===== config.mk =====
export PLATFORM = sky130hd
export DESIGN_NAME = seq_divider32
export DESIGN_NICKNAME = d
export VERILOG_FILES = /design/src/rtl/seq_divider32.sv
export SDC_FILE = /design/constraint.sdc
export NUM_CORES = 1
export LEC_CHECK = 0
export ABC_AREA = 1
export CORE_AREA = 3 3 164 181
export CTS_BUF_LIST = sky130_fd_sc_hd__clkbuf_4 sky130_fd_sc_hd__clkbuf_8
export CTS_CLUSTER_DIAMETER = 200
export DETAILED_ROUTE_END_ITERATION = 8
export DIE_AREA = 0 0 167 184
export SYNTH_ARGS = -nofsm -noshare
export SYNTH_HDL_FRONTEND = slang
export SYNTH_SLANG_ARGS = --single-unit

===== constraint.sdc =====
create_clock -name clk -period 5.45 [get_ports clk]
set_input_delay 1.09 -clock clk [delete_from_list [all_inputs] [get_ports clk]]
set_output_delay 1.09 -clock clk [all_outputs]
set_load 0.02 [all_outputs]

===== src/rtl/seq_divider32.sv =====
// rtl/seq_divider32.sv - multi-cycle restoring divider for MIPS DIV/DIVU
//
// Produces one quotient bit per clock by trial subtraction. It takes WIDTH
// BUSY cycles per operation. The quotient goes to LO and the remainder to HI.
//
// Optional feature macro: SIGNED_DIV_EN
//   defined   : is_signed=1 divides the operand magnitudes. The final step then
//               fixes the signs: the quotient truncates toward zero and the
//               remainder takes the sign of the dividend.
//   undefined : is_signed is ignored and every operation is unsigned.
//
// Ports:
//   clk, rst     clock, asynchronous active-high reset
//   start        request, accepted on a rising edge while ready=1
//   is_signed    1 = DIV, 0 = DIVU (only with SIGNED_DIV_EN)
//   dividend     numerator, captured on the accepting edge
//   divisor      denominator, captured on the accepting edge
//   ready        high in IDLE and DONE
//   done         one-cycle pulse, results valid
//   quotient     LO result, held until the next final step
//   remainder    HI result, held until the next final step
//   div_by_zero  captured divisor was zero, held like the results

module seq_divider32 #(
  parameter int WIDTH = 32
) (
  input  logic             clk,
  input  logic             rst,
  input  logic             start,
  input  logic             is_signed,
  input  logic [WIDTH-1:0] dividend,
  input  logic [WIDTH-1:0] divisor,
  output logic             ready,
  output logic             done,
  output logic [WIDTH-1:0] quotient,
  output logic [WIDTH-1:0] remainder,
  output logic             div_by_zero
);

  localparam int CW = $clog2(WIDTH);

  localparam logic [1:0] S_IDLE = 2'd0;
  localparam logic [1:0] S_BUSY = 2'd1;
  localparam logic [1:0] S_DONE = 2'd2;

  logic [1:0]       state;
  logic [CW-1:0]    count;
  logic [WIDTH-1:0] rem;      // partial remainder
  logic [WIDTH-1:0] qr;       // dividend bits shift out of the top, quotient bits shift in at the bottom
  logic [WIDTH-1:0] dmag;     // divisor magnitude
  logic             zero;     // captured divisor was zero
  logic             neg_q;    // negate the quotient in the final step
  logic             neg_r;    // negate the remainder in the final step

  logic             sgn;
  logic             dd_neg, dv_neg;
  logic [WIDTH-1:0] dd_mag, dv_mag;
  logic             last;

  logic [WIDTH:0]   shifted, trial;
  logic [WIDTH-1:0] rem_nx, q_nx, q_fix, r_fix;

`ifdef SIGNED_DIV_EN
  assign sgn = is_signed;
`else
  logic unused_is_signed;
  assign unused_is_signed = is_signed;
  assign sgn = 1'b0;
`endif

  assign dd_neg = sgn & dividend[WIDTH-1];
  assign dv_neg = sgn & divisor[WIDTH-1];
  assign dd_mag = dd_neg ? (~dividend + 1'b1) : dividend;
  assign dv_mag = dv_neg ? (~divisor + 1'b1) : divisor;

  assign last  = (count == CW'(WIDTH - 1));
  assign ready = (state != S_BUSY);
  assign done  = (state == S_DONE);

  // One restoring step. The shifted remainder keeps its top bit so that
  // divisors near 2^WIDTH cannot lose a bit.
  always_comb begin
    shifted = {rem, qr[WIDTH-1]};
    trial   = shifted - {1'b0, dmag};
    if (!trial[WIDTH]) begin
      rem_nx = trial[WIDTH-1:0];
      q_nx   = {qr[WIDTH-2:0], 1'b1};
    end else begin
      rem_nx = shifted[WIDTH-1:0];
      q_nx   = {qr[WIDTH-2:0], 1'b0};
    end
    // A zero divisor never borrows, so the remainder already equals |dividend|.
    // Only the quotient needs forcing to all ones.
    q_fix = zero ? {WIDTH{1'b1}} : (neg_q ? (~q_nx + 1'b1) : q_nx);
    r_fix = neg_r ? (~rem_nx + 1'b1) : rem_nx;
  end

  always_ff @(posedge clk or posedge rst) begin
    if (rst) begin
      state       <= S_IDLE;
      count       <= '0;
      rem         <= '0;
      qr          <= '0;
      dmag        <= '0;
      zero        <= 1'b0;
      neg_q       <= 1'b0;
      neg_r       <= 1'b0;
      quotient    <= '0;
      remainder   <= '0;
      div_by_zero <= 1'b0;
    end else begin
      case (state)
        S_IDLE, S_DONE: begin
          if (start) begin
            state <= S_BUSY;
            count <= '0;
            rem   <= '0;
            qr    <= dd_mag;
            dmag  <= dv_mag;
            zero  <= (divisor == '0);
            neg_q <= dd_neg ^ dv_neg;
            neg_r <= dd_neg;
          end else begin
            state <= S_IDLE;
          end
        end
        S_BUSY: begin
          rem   <= rem_nx;
          qr    <= q_nx;
          count <= count + 1'b1;
          if (last) begin
            state       <= S_DONE;
            quotient    <= q_fix;
            remainder   <= r_fix;
            div_by_zero <= zero;
          end
        end
        default: state <= S_IDLE;
      endcase
    end
  end

endmodule


==> results of run 1 <==
[cell type report]
class                           count  area (um^2)
Clock buffer                       17          234
Tap cell                          363          454
Clock inverter                     14          135
Sequential cell                   169         4230
Timing Repair Buffer              144         1430
Inverter                          232          875
Fill cell                        2894        16100
Multi-Input combinational cell    885         4450
[kinds of logic after synthesis]
logic type / count (synthesis) / synth area share
and+or+nand+nor: 707 / 0.305
buffers and inverters: 277 / 0.109
DFF: 169 / 0.434
AOI/OAI and AO/OA: 128 / 0.0923
xor gates and xnor gates: 15 / 0.0135
adders and majority gates: 35 / 0.0457
[sequential cells by signal (all words and copies together) (netlist names)]
signal / count
dmag: 32
qr: 32
quotient: 32
rem: 32
remainder: 32
count: 5
state: 2
div_by_zero: 1
zero: 1
[power by group through the flow]
| stage | Combinational [mW] | Sequential (mW) | Clock, mW |
|---|---|---|---|
| after floorplan | 3.84 | 2.24 | 0 |
| after global placement | 5.37 | 2.11 | 0 |
| after detailed placement | 5.45 | 2.12 | 0 |
| after global routing | 6.21 | 2.17 | 0.957 |
| final | 5.42 | 2.10 | 0.871 |
| after CTS | 5.47 | 2.10 | 0.910 |
[critical path, delay by kind of cell (launching register included)]
family | cells | cell delay [ps]
buffers and inverters | 4 | 1430
DFF | 1 | 400
and+or+nand+nor | 1 | 100
[placed cells by master (no fill, tap or decap), types with 10 or more instances in the layout]
cell type	n
nand2_1	509
inv_1	218
dfrtp_1	169
clkdlybuf4s50_1	133
nand3_1	89
nor2_1	42
o21ai_0	35
ha_1	34
a2bb2oi_1	31
o221ai_1	31
nand3b_1	24
a21oi_1	23
clkbuf_8	17
xnor2_1	14
nand4_1	13
inv_2	11
buf_4	10
[path summary, 6_finish.rpt]
path	end	slack (ps)
max	ready	1930
min	count[3]	480
max reg2reg	rem[25]	2210
min reg2reg	count[3]	480
max in group asynchronous	rem[8]	3510
min in group asynchronous	qr[29]	1200
[metrics by stage]
step,hold WS (ps),utilization,power (mW),area (um^2)
CTS,479,0.422,8.48,11800
detailed placement,465,0.409,7.57,11400
global route,513,0.422,9.33,11800
finish,478,0.422,8.39,11800
floorplan,440,-,6.08,9750
global placement,452,0.409,7.48,11400
[routing by layer]
metal  up-vias  wire length [um]  global-route usage
li1       4418                 -                   -
met1      4089             12500               0.233
met3        30              1630              0.0527
met2       175             13000               0.316
met5         -                23                   0
met4         4               473              0.0574
==> flow_metrics.tcl, run 1 <==
set metrics [dict create \
    fp-row-count 64 \
    layout_setup_ws_ps 1930 \
    r2r-start "qr[31]" \
    cts_buffer_depth 2 \
    clk_pin_slew_ps 110 \
    syn_inst 1331 \
    comb_power_share 0.646 \
    vias 8716 \
    htreeDepth 4 \
    synthArstFlopShare 1.00 \
    gr-total-overflow 0 \
    grt_util_all_layers 0.187 \
    leakage_nw 6.10 \
    p_switching_mw 4.28 \
    post-place-ws_ps 2020 \
    synth_top_area_share 0.434 \
    numClockSinks 169 \
    cts.repair.resized 0 \
    path_class "reg -> out" \
    synth_cell_type_count 37 \
    cp.required_ps 4360 \
    synth_seq_cells 169 \
    dieArea_mm2 0.0307 \
    fmax_mhz 284 \
    grt_max_degree 170 \
    num_io_pins 135 \
    cts_made_buffers 17 \
    cts_setup_buffers 0 \
    slew_headroom 0.374 \
    swShare 0.510 \
    grt_pass1_wl_um 46300 \
    worstHoldPathCells 1 \
    skew_ps 14.6 \
    intPower_mw 4.11 \
    period_needed_ps 3520 \
    setup-tns-final_ps 0 \
    die_w_um 167 \
    drt_drc_violations_left 0 \
    powerDensity_mw_per_mm2 710 \
    synth_fp_nets 1434 \
    cp_max_fo 39 \
    pwr-share-seq 0.250 \
    startpoint "state[1]" \
    drt_wl_total_um 27700 \
    initial_utilization 0.349 \
    core_mm2 0.0279 \
    hp-start "count[3]" \
    finalHoldViolations 0 \
    yosysSeqAreaShare 0.434 \
    drive_gt1_frac 0.0465 \
    cp_cell_sequence "nor2_2, buf_4, clkinv_1, buf_4, clkdlybuf4s50_1" \
    peakVddDrop_mv 0.222 \
    cts_tree "done" \
    cap_violations 0 \
    final_antenna_net_count 0 \
    synth_edf_count 0 \
    worstRegToRegCells 17 \
    tightest_slew_ps 939 \
    dp_cells 1793 \
    avgSynthCellArea_um2 7.32 \
    fp.dieH_um 184 \
    n_antenna_cell 0 \
    synth.most_common_cell "nand2_1" \
    crit_slowest_cell "clkdlybuf4s50_1" \
    yosysWarnings 0 \
    synthTopCellsByCount "nand2_1 (509), inv_1 (220), dfrtp_1 (169)" \
    first_pass_iters 5 \
    portBuffers 133 \
    place_hpwl_um 20500 \
    critPathArrivalTime_ps 2430 \
    synthTopCellsByArea "dfrtp_1 (43%), nand2_1 (20%), inv_1 (8.5%)" \
    drt-wirelength-per-cell_um 15.2 \
    fin_nets 1552 \
    cp_common_cell "buf_4" \
    slowest_delay_ps 590 \
    clockPowerShare 0.104 \
    status "finished, final reports clean" \
    rsz0062_at_grt "no" \
    yosysTopAreaCell "dfrtp_1" \
    areaGrowthSynthToFinish_pct 21.2 \
    drv_slew 0 \
    cp-start-kind "flip-flop" \
    fin_crit_sh 0.645 \
    clk_latency_ps 480 \
    synth_flop_cell "dfrtp_1" \
    antenna_found_initial 2 \
    syn_area_mm2 0.00974 \
    cp-end-kind "output port" \
    gp_congestion 0.901 \
    viasPerCell 4.78 \
    grt_pass1_vias 8849 \
    hold_path_class "reg -> reg" \
    holdBufCountCts 0 \
    drt-initial-drc-count 676 \
    setup_viol 0 \
    finalNonFillerCells 1824 \
    clockRootBuffer "clkbuf_8" \
]
(Power assumes the default switching activity.)
==> inputs of run 2 (changes only) <==
==> constraint.sdc (replaced) <==
create_clock -name clk -period 3.59 [get_ports clk]
set_input_delay 0.718 -clock clk [delete_from_list [all_inputs] [get_ports clk]]
set_output_delay 0.718 -clock clk [all_outputs]
set_load 0.02 [all_outputs]
==> flow_metrics.tcl, run 2 (same netlist as run 1, synthesis figures left out) <==
set metrics [dict create \
    status "finished, final reports clean" \
    final_common_cell "nand2_1" \
    leakage_nw 6.18 \
    clk_latency_ps 490 \
    peakVddDrop_mv 0.332 \
    critPathArrivalTime_ps 2380 \
    cts.repair.resized 0 \
    drt_drc_violations_left 0 \
    grt_max_degree 53 \
    cp.required_ps 2870 \
    post-place-ws_ps 657 \
    setup-tns-final_ps 0 \
    gr-total-overflow 0 \
    portBuffers 133 \
    fmax_mhz 323 \
    finalNonFillerCells 1830 \
    skew_ps 17.2 \
    cp_max_fo 16 \
    slew_headroom 0.480 \
    fin_crit_sh 0.863 \
    hold_path_class "reg -> reg" \
    first_pass_iters 5 \
    holdBufCountCts 0 \
    cts_tree "done" \
    die_w_um 167 \
    drt-wirelength-per-cell_um 15.4 \
    vias 8718 \
    initial_utilization 0.349 \
    cts_made_buffers 17 \
    numClockSinks 169 \
    rsz0062_at_grt "no" \
    period_needed_ps 3100 \
    num_io_pins 135 \
    grt_util_all_layers 0.187 \
    setup_viol 0 \
    viasPerCell 4.76 \
    fin_nets 1557 \
    cts_buffer_depth 2 \
    fillCellCount 2839 \
    comb_power_share 0.639 \
    p_switching_mw 6.55 \
    fp-row-count 64 \
    intPower_mw 6.42 \
    grt_pass1_vias 8859 \
    total_power_mw 13.0 \
    cap_violations 0 \
    cp-start-kind "flip-flop" \
    final_antenna_net_count 0 \
    finalHoldViolations 0 \
    drive_gt1_frac 0.0504 \
    layout_setup_ws_ps 493 \
    drt-initial-drc-count 441 \
    drt_wl_total_um 28100 \
    areaGrowthSynthToFinish_pct 22.8 \
    core_mm2 0.0279 \
    gp_congestion 0.927 \
    n_antenna_cell 0 \
    clockPowerShare 0.116 \
    fp.dieH_um 184 \
    grt_pass1_wl_um 46000 \
    drv_slew 0 \
    tightest_slew_ps 778 \
    cp-end-kind "output port" \
    place_hpwl_um 21300 \
    cts_setup_buffers 0 \
    dp_cells 1798 \
    dieArea_mm2 0.0307 \
    powerDensity_mw_per_mm2 1080 \
    antenna_found_initial 1 \
    swShare 0.505 \
    layout_common_cells "nand2_1 (509), inv_1 (218), dfrtp_1 (169), clkdlybuf4s50_1 (133), nand3_1 (89)" \
    clockRootBuffer "clkbuf_8" \
    path_class "reg -> out" \
    htreeDepth 4 \
    clk_pin_slew_ps 110 \
    pwr-share-seq 0.245 \
]
==> run 2: cell count changes in the layout (fill, tap and decap cells not counted), sizes merged <==
cell and delta:
bufinv +2, inv -3, clkinv +5, clkinvlp -3
buf +5
==> run 2: routing by layer <==
layer	routed length, um	global-route usage	vias up	share of wire
met2	13300	0.320	187	0.47
met5	11	0	-	0.00039
met4	423	0.0488	2	0.015
li1	-	-	4426	-
met1	12700	0.233	4079	0.45
met3	1670	0.0518	24	0.059
==> run 2: power groups by stage <==
stage / Combinational, mW / Clock [mW] / Sequential (mW)
after floorplan: 5.82 / 0 / 3.40
after global placement: 8.19 / 0 / 3.20
after detailed placement: 8.32 / 0 / 3.20
after CTS: 8.36 / 1.55 / 3.18
after global routing: 9.51 / 1.62 / 3.28
final: 8.29 / 1.51 / 3.17
==> run 2: worst max-delay path: stages (launching register included) <==
cell	delay (ps)
dfrtp_1	400
nor2_2	120
buf_4	250
clkinv_1	440
clkdlybuf4s50_1	680
==> run 2: layout make-up <==
cell class	count	area (um^2)	share of cell area
timing repair buffer	149	1510	0.127
sequential	169	4230	0.353
clock inverter	15	208	0.0174
tap	363	454	0.0380
multi-input combinational	885	4450	0.372
inverter	232	875	0.0731
clock buffer	17	234	0.0196
==> run 2: per-stage QoR <==
stage               hold slack, ps  utilization  cell area [um^2]
global route                   509        0.428             12000
detailed placement             466        0.412             11500
floorplan                      440            -              9750
finish                         485        0.428             12000
CTS                            490        0.428             12000
global placement               456        0.412             11500
==> run 2: path summary, 6_finish.rpt <==
kind                                from  cells after the start            end  slack (ps)
setup reg to reg                  qr[31]                     16   remainder[1]         660
min in group asynchronous            rst                      2   quotient[31]         710
hold reg to reg            remainder[14]                      2  remainder[14]         490
setup / recovery                state[1]                      4          ready         490
hold / removal             remainder[14]                      2  remainder[14]         490
max in group asynchronous            rst                      3        rem[23]        2140
==> edit 1, RTL diff (settings of run 2) <==
The option `SIGNED_DIV_EN` is turned on by a define.
--- a/src/rtl/seq_divider32.sv
+++ b/src/rtl/seq_divider32.sv
@@ -21,4 +21,6 @@
 //   remainder    HI result, held until the next final step
 //   div_by_zero  captured divisor was zero, held like the results
+
+`define SIGNED_DIV_EN
 
 module seq_divider32 #(
Formal check against the unedited RTL: no difference found for any inputs over 10 cycles, from zero or initial values and one cycle with rst high; that may be too few to reach the edited logic, so the function may still have changed.
==> edit 1 against run 2 <==
Setup slack worse by 280 ps. Via count is 52% higher. Die area stayed put. Final area is 36% higher. Sequential cell count is 2 higher. Area after synthesis is 35% higher. Register-to-register slack worse by 450 ps. Routed wire length is 56% higher. Cell count is 39% higher. Critical path depth is 23 higher. Critical endpoint is now remainder[26]. Largest cell class unchanged. Highest routed layer is now met4.
Power is not shown: default switching activity piles up to over one toggle a cycle in this logic, so the estimate is an artifact.
==> edit 1: results (changes against run 2) <==
- Warnings from Yosys: 0 (unchanged)
- XOR/XNOR Fraction of Synth Area: 0.0634 (was 0.0135)
- Via/cell ratio: 5.19 (was 4.76)
- Initial antenna violation count: 0 (was 1)
- DP Wirelength: 34800 µm (was 21300 µm)
- Async S/R FF share, synth: 1.00 (unchanged)
- Synth cell types: 48 (was 37)
- CTS Buf Count: 17 (unchanged)
- Slew headroom: 0.427 (was 0.480)
- Overall routing resource usage: 0.289 (was 0.187)
- Clock Latency Late Sink: 490 ps (about the same)
- Drt initial violations: 974 (was 441)
- CP top delay family: simple AND/OR/NAND/NOR gates (was buffers and inverters)
- CTS Buffer Depth: 2 (unchanged)
- Synth Area in Compound Gates: 0.109 (was 0.0923)
- Fillers: 2753 (was 2839)
- Synth Area in Adders: 0.0378 (was 0.0457)
- First-pass GRT wire length: 70000 µm (was 46000 µm)
- Status: complete, no violations (unchanged)
- Ant. Diodes: 0 (unchanged)
- Root buffer cell: clkbuf_8 (unchanged)
- # DRC: 0 (unchanged)
- Placed cell count: 2512 (was 1798)
- Seq/Total Area, Yosys: 0.326 (was 0.434)
- Vias: 13200 (was 8718)
- IO Port Bufs: 134 (was 133)
- First-pass DRT Iterations: 5 (unchanged)
- Setup Buffers After CTS: 7 (was 0)
- Final Skew: 19.2 ps (was 17.2 ps)
- Mapped Nets: 2072 (was 1434)
- CTS resizes: 21 (was 0)
- Mean area per synthesized cell: 6.68 µm² (was 7.32 µm²)
- Nets: 2282 (was 1557)
- Slowest CP cell: dfrtp_1 (was clkdlybuf4s50_1)
- Commonest cells in the netlist: 630 x nand2_1, 303 x inv_1, 171 x dfrtp_1 (was 509 x nand2_1, 220 x inv_1, 169 x dfrtp_1)
- Drt total wl: 44000 µm (was 28100 µm)
- Hold Path Class: register to register (unchanged)
- Mux share of post-synthesis cell area: 0 (unchanged)
- GP Congestion: 0.904 (was 0.927)
- H-tree depth: 4 (unchanged)
- Area contributors post-synth: dfrtp_1 33%, nand2_1 18%, inv_1 8.7% (was dfrtp_1 43%, nand2_1 20%, inv_1 8.5%)
- Slowest stage delay, CP: 390 ps (was 680 ps)
- Reg clk slew, reported paths: 100 ps
- Layout cell share with drive strength beyond 1: 0.123 (was 0.0504)
- Largest net degree at the start of global routing: 79 (was 53)
- Crit path max fanout: 21 (was 16)
- Worst EP arrival: 3760 ps (was 2380 ps)
- Dpl ws: -66.0 ps (was 657 ps)
edit 1: cell types whose count changed after synthesis, moves of 15 or more:
cell	change
nor3_1	+20
xor2_1	+80
nand2_2	+34
nor2_1	+110
inv_1	+83
nand2_1	+121
o21ai_0	+42
clkbuf_1	+15
nand3_1	+40
o22ai_1	+50
a2bb2oi_1	-29
edit 1: final cells by class:
class / count / area share
Multi-Input combinational cell: 1420 / 0.463
Sequential cell: 171 / 0.263
Timing Repair Buffer: 253 / 0.142
Inverter: 312 / 0.0723
Tap cell: 363 / 0.0279
Clock inverter: 14 / 0.0175
Clock buffer: 17 / 0.0144
edit 1: cells by family after synthesis:
logic type | count (synthesis)
xor gates and xnor gates | 95
adders and majority gates | 39
buffers and inverters | 374
DFF | 171
and+or+nand+nor | 1059
AOI/OAI and AO/OA | 227
edit 1: path summary, 6_finish.rpt:
check                          from       endpoint  slack [ps]  cells after the start
setup / recovery             qr[31]  remainder[26]         210                     27
hold / removal             count[3]       count[3]         470                      1
setup reg to reg             qr[31]  remainder[26]         210                     27
hold reg to reg            count[3]       count[3]         470                      1
max in group asynchronous       rst       dmag[22]        2080                      3
min in group asynchronous       rst        dmag[5]         720                      2
edit 1: routing by layer:
| metal | vias to the layer above | GRT usage | wire length, µm |
|---|---|---|---|
| li1 | 6646 | - | - |
| met3 | 85 | 0.0355 | 1840 |
| met2 | 368 | 0.490 | 21000 |
| met1 | 6125 | 0.375 | 19200 |
| met5 | - | 0 | 0 |
| met4 | 0 | 0.124 | 1900 |
edit 1: metrics by stage:
step / hold WS [ps] / instance area (µm²) / utilization
global placement: 453 / 15500 / 0.554
CTS: 471 / 16200 / 0.578
floorplan: 440 / 13100 / -
finish: 473 / 16300 / 0.582
detailed placement: 458 / 15500 / 0.554
global route: 514 / 16300 / 0.582
==> edit 2, RTL diff (flow settings as in run 2) <==
Without the edit above. Reset style: synchronous (`rst`), changed in one clocked block. Comments in the files are not updated.
--- a/src/rtl/seq_divider32.sv
+++ b/src/rtl/seq_divider32.sv
@@ -96,5 +96,5 @@
   end
 
-  always_ff @(posedge clk or posedge rst) begin
+  always_ff @(posedge clk) begin
     if (rst) begin
       state       <= S_IDLE;
Function: differs if rst is asserted again (counterexample within 4 cycles, from zero or initial values and one cycle with rst high); with rst held inactive, the same outputs for 10 cycles.
==> edit 2 against run 2 <==
Global-route usage is 1.0 points lower. Die area stayed put. Non-clock buffer count is 7 lower. Routed wire length is 4.8% lower. Cell count is 6.9% higher. Sequential cell count stayed put. First-iteration DRC count is 17% higher. Setup slack better by 310 ps. Area after synthesis is 2.3% lower. Worst hold slack worse by 17 ps. Final area is 3.6% lower. Critical path type is now register to register. Critical endpoint is now remainder[22].
Power is not compared: it rests on default switching activity, and its combinational part moved more than twofold at a synthesized area within 25%.
==> edit 2: results (changes against run 2) <==
- DP Wirelength: 19300 µm (was 21300 µm)
- Status: complete, no violations (unchanged)
- Fillers: 2982 (was 2839)
- Drt total wl: 26800 µm (was 28100 µm)
- First-pass GRT wire length: 44900 µm (was 46000 µm)
- Worst hold start: quotient[21] (was remainder[14])
- Final Util: 0.413 (was 0.428)
- Period utilization: 0.776 (was 0.863)
- Async S/R FF share, synth: 0 (was 1.00)
- Area contributors post-synth: dfxtp_1 36%, nand2_1 21%, inv_1 9.5% (was dfrtp_1 43%, nand2_1 20%, inv_1 8.5%)
- Commonest cells in the netlist: 537 x nand2_1, 240 x inv_1, 169 x dfxtp_1 (was 509 x nand2_1, 220 x inv_1, 169 x dfrtp_1)
- Initial antenna violation count: 0 (was 1)
- Num sequential: 169 (unchanged)
- Synth Area in Adders: 0.0468 (was 0.0457)
- Layout cell share with drive strength beyond 1: 0.0521 (was 0.0504)
- Via/cell ratio: 4.65 (was 4.76)
- GP Congestion: 0.884 (was 0.927)
- Clock-cell share: 0.0371 (was 0.0369)
- Number of non-clock inverters: 245 (was 232)
- Non-Clock Buffer Count: 142 (was 149)
- Largest net degree at the start of global routing: 91 (was 53)
- Multi-input gate area: 4940 µm² (was 4450 µm²)
- XOR/XNOR Fraction of Synth Area: 0.0138 (was 0.0135)
- Dpl ws: 783 ps (was 657 ps)
- Crit path max fanout: 34 (was 16)
- Final Skew: 19.0 ps (was 17.2 ps)
- Worst Setup SP: qr[31] (was state[1])
- Overall routing resource usage: 0.176 (was 0.187)
- Mapped Nets: 1584 (was 1434)
- Seq/Total Area, Yosys: 0.356 (was 0.434)
- Drt initial violations: 514 (was 441)
- Min Hold Slack: 468 ps (was 485 ps)
==> edit 2: cell types whose count changed in the layout (fill, tap and decap cells not counted), moves of 21 or more <==
| cell | change |
|---|---|
| nand3b_1 | -23 |
| o21ai_0 | +30 |
| a31oi_1 | +25 |
| a2bb2oi_1 | -31 |
| nand3_1 | -34 |
| o21a_1 | +25 |
| a21oi_1 | +82 |
| inv_1 | +21 |
| nand2_1 | +27 |
| o221ai_1 | -30 |
| dfrtp_1 | -169 |
| dfxtp_1 | +169 |
==> edit 2: routing by layer <==
| layer | vias to the layer above | part of all wire | track usage |
|---|---|---|---|
| met5 | - | 0 | 0 |
| met4 | 0 | 0.017 | 0.0482 |
| met2 | 166 | 0.46 | 0.307 |
| li1 | 4832 | - | - |
| met3 | 24 | 0.051 | 0.0415 |
| met1 | 4075 | 0.47 | 0.220 |
==> edit 2: tightest hold or removal path, delay by kind of cell (launching register included) <==
family / cells / cell delay [ps]
flops: 1 / 330
simple gates: 1 / 60
compound gates: 1 / 50
